--- config.mk ---
export PLATFORM = sky130hd
export DESIGN_NAME = mem_access_unit
export DESIGN_NICKNAME = d
export VERILOG_FILES = /design/src/rtl/mem_access_unit.sv
export SDC_FILE = /design/constraint.sdc
export NUM_CORES = 1
export LEC_CHECK = 0
export BUFFER_PORTS_ARGS = -buffer_cell sky130_fd_sc_hd__buf_4
export CAP_MARGIN = 20
export CORE_UTILIZATION = 35
export CTS_CLUSTER_DIAMETER = 100
export DETAILED_ROUTE_END_ITERATION = 8
export PLACE_DENSITY_LB_ADDON = 0.08
export SYNTH_ARGS = -nofsm -noshare
export SYNTH_HDL_FRONTEND = slang
export SYNTH_SLANG_ARGS = --single-unit
--- constraint.sdc ---
create_clock -name clk -period 2.1 [get_ports clk]
set_clock_uncertainty 0.15 [all_clocks]
set_input_delay 0.315 -clock clk [delete_from_list [all_inputs] [get_ports clk]]
set_output_delay 0.315 -clock clk [all_outputs]
set_load 0.05 [all_outputs]
--- src/rtl/mem_access_unit.sv ---
// Load/store front end between the multicycle CPU datapath and a word-wide data RAM.
// Splits sub-word accesses into word reads, lane extraction/extension and read-modify-write.
module mem_access_unit #(
    parameter int ADDR_W = 32,
    parameter int DATA_W = 32
) (
    input  logic              clk,
    input  logic              rst,
    input  logic              req,
    input  logic [2:0]        op,
    input  logic [ADDR_W-1:0] addr,
    input  logic [DATA_W-1:0] wdata,
    output logic              busy,
    output logic              done,
    output logic              err,
    output logic [DATA_W-1:0] rdata,
    output logic              ram_we,
    output logic [ADDR_W-1:0] ram_addr,
    output logic [DATA_W-1:0] ram_wdata,
    input  logic [DATA_W-1:0] ram_rdata
);

    localparam logic [2:0] OP_LW  = 3'b000;
    localparam logic [2:0] OP_LH  = 3'b001;
    localparam logic [2:0] OP_LHU = 3'b010;
    localparam logic [2:0] OP_LB  = 3'b011;
    localparam logic [2:0] OP_LBU = 3'b100;
    localparam logic [2:0] OP_SW  = 3'b101;
    localparam logic [2:0] OP_SH  = 3'b110;
    localparam logic [2:0] OP_SB  = 3'b111;

    localparam logic [2:0] ST_IDLE  = 3'd0;
    localparam logic [2:0] ST_LOAD  = 3'd1;
    localparam logic [2:0] ST_READ  = 3'd2;
    localparam logic [2:0] ST_WRITE = 3'd3;
    localparam logic [2:0] ST_RESP  = 3'd4;

    logic [2:0]        state;
    logic [2:0]        op_q;
    logic [ADDR_W-1:0] addr_q;
    logic [DATA_W-1:0] wdata_q;
    logic [DATA_W-1:0] merge_q;
    logic              err_q;
    logic [DATA_W-1:0] rdata_q;

    logic              misaligned;
    logic              is_load;
    logic [7:0]        load_byte;
    logic [15:0]       load_half;
    logic [DATA_W-1:0] load_value;
    logic [DATA_W-1:0] store_word;
    logic              ram_active;

    // Alignment is judged on the incoming request so the bad access never reaches the RAM.
    always_comb begin
        misaligned = 1'b0;
        case (op)
            OP_LW, OP_SW:         misaligned = (addr[1:0] != 2'b00);
            OP_LH, OP_LHU, OP_SH: misaligned = addr[0];
            default:              misaligned = 1'b0;
        endcase
    end

    assign is_load = (op == OP_LW) || (op == OP_LH) || (op == OP_LHU) ||
                     (op == OP_LB) || (op == OP_LBU);

    always_comb begin
        load_byte  = ram_rdata[{addr_q[1:0], 3'b000} +: 8];
        load_half  = addr_q[1] ? ram_rdata[31:16] : ram_rdata[15:0];
        load_value = ram_rdata;
        case (op_q)
            OP_LH:   load_value = {{16{load_half[15]}}, load_half};
            OP_LHU:  load_value = {16'h0000, load_half};
            OP_LB:   load_value = {{24{load_byte[7]}}, load_byte};
            OP_LBU:  load_value = {24'h000000, load_byte};
            default: load_value = ram_rdata;
        endcase
    end

    // Sub-word stores overwrite only their lane of the word captured during READ.
    always_comb begin
        store_word = merge_q;
        case (op_q)
            OP_SW: store_word = wdata_q;
            OP_SH: begin
                if (addr_q[1])
                    store_word[31:16] = wdata_q[15:0];
                else
                    store_word[15:0] = wdata_q[15:0];
            end
            OP_SB:   store_word[{addr_q[1:0], 3'b000} +: 8] = wdata_q[7:0];
            default: store_word = merge_q;
        endcase
    end

    always_ff @(posedge clk) begin
        if (rst) begin
            state   <= ST_IDLE;
            op_q    <= 3'b000;
            addr_q  <= '0;
            wdata_q <= '0;
            merge_q <= '0;
            err_q   <= 1'b0;
            rdata_q <= '0;
        end else begin
            case (state)
                ST_IDLE: begin
                    if (req) begin
                        op_q    <= op;
                        addr_q  <= addr;
                        wdata_q <= wdata;
                        err_q   <= misaligned;
                        if (misaligned)
                            state <= ST_RESP;
                        else if (is_load)
                            state <= ST_LOAD;
                        else if (op == OP_SW)
                            state <= ST_WRITE;
                        else
                            state <= ST_READ;
                    end
                end
                ST_LOAD: begin
                    rdata_q <= load_value;
                    state   <= ST_RESP;
                end
                ST_READ: begin
                    merge_q <= ram_rdata;
                    state   <= ST_WRITE;
                end
                ST_WRITE: state <= ST_RESP;
                ST_RESP: begin
                    err_q <= 1'b0;
                    state <= ST_IDLE;
                end
                default: state <= ST_IDLE;
            endcase
        end
    end

    assign ram_active = (state == ST_LOAD) || (state == ST_READ) || (state == ST_WRITE);

    assign busy      = (state != ST_IDLE);
    assign done      = (state == ST_RESP);
    assign err       = done && err_q;
    assign rdata     = rdata_q;
    // Gating with rst keeps a reset that lands in WRITE from corrupting the RAM.
    assign ram_we    = (state == ST_WRITE) && !rst;
    assign ram_addr  = ram_active ? {addr_q[ADDR_W-1:2], 2'b00} : '0;
    assign ram_wdata = (state == ST_WRITE) ? store_word : '0;

endmodule

-- Word level (Yosys, flattened, before mapping)
Index checks and enable logic that the tools add are counted.
- register bits after elaboration: 135
- latch bits: 0
- bits in writable memories: 0
- bits in read-only memories: 0
- bits of input ports: 102
- output and inout port bits: 100
- word-level logic and storage cells: 64
- memories: 0
- add/sub/neg operators: 1
- $mul: 0
- divide/modulo/power cells: 0
- magnitude comparators: 0
- equality and inequality tests: 18
- shift-type cells: 3
- mux-type cells: 16
- bitwise gates (word level): 0
- reduce and logical (&&, ||, !) cells: 19
- operators with widths (kind ; count):
    $pmux 32 s4 ; 1
    $pmux 32 s3 ; 1
    $mux 32 ; 2
    $mux 16 ; 3
    $bwmux 32 ; 1
    $shift 8x7->32 const A ; 1
    $shiftx 32x6->8 ; 1
    $shiftx 8x7->32 ; 1
    $eq 3x3->1 const B ; 8
    $eq 3x2->1 const B ; 6
    $eq 3x1->1 const B ; 3
    $pmux 3 s3 ; 1
    $neg 5->7 ; 1
    $logic_not 3->1 ; 2
    $logic_or 1x1->1 ; 6
    $mux 3 ; 2
    $pmux 1 s2 ; 2
    $reduce_and 2->1 ; 2
    $reduce_bool 2->1 ; 2
    $reduce_or 2->1 ; 2
    $reduce_bool 3->1 ; 1
    $reduce_or 3->1 ; 1
    $logic_and 1x1->1 ; 2
    $mux 1 ; 2
    3 further kinds ; 3

-- Logic depth before layout (Yosys ltp)
- depth in word-level cells: 9
- mapped depth: 8
- gate-level depth less buffers: 6

-- Least setup slack after synthesis
OpenSTA, ideal clock, no wires.
- path kind: register to output
- start: reg addr_q[0]
- end: out ram_wdata[23]
- arrival: 2458 ps
- required time: 1635 ps
- setup slack: -823 ps
- cell stages (with the launch flop): 8
- buffers on the path: 1
- cells stage by stage: dfxtp_1 -> buf_2 -> inv_1 -> ha_1 -> or3b_2 -> o22ai_2 -> nand3_1 -> a21oi_1
- longest elaborated chain between the ends: 5
- elaborated cells between the ends (all ways): 6
- classes of those cells: add/sub (1); shift (2); mux (3)
- ends and longest elaborated chain (item ; RTL line ; RTL):
    start, declared ; 40 ; logic [ADDR_W-1:0] addr_q;
    start signal, assigned ; 110 ; addr_q <= addr;
    $neg 5->7 * ; 91 ; OP_SB: store_word[{addr_q[1:0], 3'b000} +: 8] = wdata_q[7:0];
    $shiftx 8x7->32 / $shift 8x7->32 (equally long branches) ; 91 ;
    $bwmux 32 * ; 91 ;
    $pmux 32 s3 * ; 83 ; case (op_q)
    $mux 32 * ; 150 ; assign ram_wdata = (state == ST_WRITE) ? store_word : '0;
    end, declared ; 19 ; output logic [DATA_W-1:0] ram_wdata,
Mark *: on every way between the ends. The rest lies on a longest branch, timed or not.

-- Worst setup path in the final report
- start: reg addr_q[1]
- end: out ram_wdata[16]
- longest elaborated chain between the ends: 5
- elaborated cells between the ends (all ways): 7
- classes of those cells: add/sub (1); shift (2); mux (4)
- ends and longest elaborated chain (item ; RTL line):
    $neg 5->7 ; 91
    $shiftx 8x7->32 / $shift 8x7->32 (equally long branches) ; 91
    $bwmux 32 ; 91
    $pmux 32 s3 * ; 83
    $mux 32 * ; 150
Marked as above.

==> results.cfg <==
[outcome]
status = finished with violations
violations = setup timing

[clock_network]
clk_path_buf_depth = 2
clock-sinks = 135
numCtsBuffers = 17
cts_root_buf = clkbuf_16
path_clk_slew_ns = 0.06
clock_latency_ns = 0.43
cts_tree = built
cts_max_level = 4

[timing]
hold_ws_ns = 0.0104
setup_tns_ns = -14.66
final_hold_viol_count = 0
max_freq_ghz = 0.378
rsz0062_at_grt = true
min_period_ns = 2.64
setup_viol = 52
maxSlewHeadroom = 0.613
worstMarginPinSlew_ns = 0.581
fin_crit_sh = 1.26
slew_viol_final = 0
setup_ws_ns = -0.544

[grt]
grt_use_met2 = 0.416
busiest_layer = met2
gr-usage-met1 = 0.296
grt_use_total = 0.240
grt_max_degree = 60
grt_pass1_wl_mm = 36.9
grt_overflow = 0
use_met3 = 0.0553
antenna_found_initial = 0
grt_pass1_vias = 6881

[worst_setup_path]
ff2ff_setup_slack_ns = 0.06
worstSetupPathType = reg -> out
end_kind = output port
critPathRequiredTime_ns = 1.63
worstPathMaxFanout = 8
worst_setup_path_start_kind = register
arrival_ns = 2.18

[layout]
nets = 1250
multiInputGateArea_sq_um = 4240
fill_cells = 1747
diodes = 0
final_cell_area_sq_um = 11200
regArea_sq_um = 2710
layout-drive-gt1-share = 0.401
area_growth_pct = 63.8

[synthesis]
avgSynthCellArea_sq_um = 7.98
ys_ff_latch = 135
yosysWarnings = 0
synth_edf_count = 0
syn_inst = 856
ys.flop_type = dfxtp_1
yosys.area.top_type_share = 0.396
syn_area_sq_um = 6830
synthArstFlopShare = 0
synth_cell_types = 73
seq_area_frac_synth = 0.396
synth_area_leaders = dfxtp_1, nand2_1, a21oi_1
synth_largest_area_cell = dfxtp_1

[job]
maxCapViolCount = 0

[die]
num_rows = 50
initial_utilization = 0.362
die_h_microns = 142
die_area_sq_um = 20100
pin_count = 202
die_x_microns = 142
core_area_sq_um = 18900

[pwr]
combPwrFrac = 0.236
p_int_mw = 5.21
pwr_density_cell_nw_per_um2 = 684
swShare = 0.319
pwr-share-clk = 0.388
p_leak_nw = 4.50
p_seq_frac = 0.376
fin_total_pwr_mw = 7.65
ir_drop_mv = 0.607
p_sw_mw = 2.44

[place]
port_buffers = 199
dpl_cell_area_sq_um = 9080
hpwl_mm = 16.4
gp_congestion = 0.881
pre_cts_ws_ns = -0.281

[detailed_routing]
drtPass1Iterations = 5
antenna_left = 0
vias_per_cell = 5.00
drcViolationCount = 0
wl_mm = 23.9
first_iter_violations = 378
drt-wirelength-per-cell_microns = 16.8
vias = 7080

[hold_path]
min_path_type = in -> reg
## stage by stage
step,utilization,std cells
3_5_place_dp,0.481,1310
6_report,0.592,1416
4_1_cts,0.585,1411
3_3_place_gp,0.481,1310
5_1_grt,0.592,1416
2_1_floorplan,-,857
## cells in the mapped netlist, drive strengths merged (2+ instances only)
master and number:
a221oi 8, nand4 2, o21a 6, and3b 2
a22o 7, nor3b 3, nand2b 9, mux2i 3
a21oi 111, nor3 5, buf 42, a32o 2
o21ai 17, nor4 2, or3b 4, inv 7
ha 5, a222oi 7, nor2 53, dfxtp 135
nor2b 3, o311ai 4, nand3 13, nand3b 3
a211oi 26, a31oi 3, o211ai 9, o21bai 2
a221o 7, clkbuf 29, a22oi 12, and2 32
a2bb2oi 3, nand2 247, mux2 14
## routing by layer
metal,up-vias,part of all wire
li1,3544,-
met1,3313,0.43
met2,200,0.50
met3,23,0.051
met4,0,0.015
met5,-,0
## critical path: stages (launching register included)
cell and delay [ns]:
dfxtp_4 0.39, inv_6 0.05, ha_4 0.15, or3b_4 0.38
o22ai_4 0.27, a222oi_1 0.22, nor2_4 0.14, buf_8 0.15
## sequential cells by signal (all words and copies together), names as in the netlist
| signal | count |
|---|---|
| wdata_q | 32 |
| rdata | 32 |
| op_q | 3 |
| err_q | 1 |
| state | 3 |
| merge_q | 32 |
| addr_q | 32 |
## layout by cell type, fill, tap and decap left out, types with 4 or more instances in the layout
cell type / synthesis / layout
nand2_1: 247 / 239
buf_4: 9 / 186
dfxtp_1: 135 / 128
a21oi_1: 107 / 104
dlygate4sd3_1: 0 / 63
buf_8: 1 / 55
nor2_1: 52 / 42
and2_4: 0 / 31
buf_6: 7 / 28
clkbuf_16: 0 / 17
mux2_2: 14 / 14
a211oi_1: 13 / 13
a211oi_2: 13 / 13
a22oi_1: 12 / 12
nor2_4: 0 / 9
o211ai_1: 9 / 9
o21ai_0: 9 / 9
o21ai_1: 8 / 8
nand2_2: 0 / 8
nand3_4: 0 / 8
a221o_2: 0 / 7
a222oi_1: 7 / 7
nand2b_1: 9 / 6
dfxtp_2: 0 / 6
buf_12: 0 / 6
inv_1: 7 / 5
a21oi_4: 1 / 5
a22o_4: 0 / 5
a221oi_1: 5 / 5
clkinv_4: 0 / 5
inv_6: 0 / 4
nand3_1: 13 / 4
or3b_4: 0 / 4
o21a_1: 4 / 4
nor3_1: 4 / 4
ha_4: 0 / 4
## layout make-up
class                      instances  share of cell area
timing repair buffer             338               0.294
inverter                           7             0.00302
tap                              260              0.0291
clock inverter                    14              0.0128
sequential                       135               0.243
multi-input combinational        644               0.379
clock buffer                      18              0.0393
## power groups by stage
stage	Sequential, mW	Clock, mW	Combinational (mW)
after floorplan	3.04	0	0.875
after global placement	2.92	0	1.57
after detailed placement	2.92	0	1.58
after CTS	2.87	3.02	1.79
after global routing	2.89	3.16	1.95
final	2.88	2.97	1.81
## cell families after synthesis
logic type,share of synthesized area
buffers and inverters,0.0612
AOI/OAI and AO/OA,0.245
muxes,0.0317
xor gates and xnor gates,0.00128
adders and majority gates,0.00916
and+or+nand+nor,0.255
DFF,0.396
other,0.000549
## final timing paths
| path | startpoint | to | cells past startpoint |
|---|---|---|---|
| setup / recovery | addr_q[1] | ram_wdata[16] | 7 |
| hold / removal | wdata[31] | wdata_q[31] | 3 |
| setup reg to reg | op_q[1] | rdata[2] | 8 |
| hold reg to reg | rdata[6] | rdata[6] | 2 |
## repair_timing
| item | 4_1_cts | 5_1_grt |
|---|---|---|
| resized for setup | 194 | 24 |
| cloned | 2 | 0 |
| endpoints found under the setup margin | 70 | 89 |
| pin swaps | 54 | 34 |
| hold buffers | 61 | 2 |
| buffers inserted | 8 | 6 |
| hold endpoints to repair | 61 | 2 |
(Power assumes the default switching activity.)
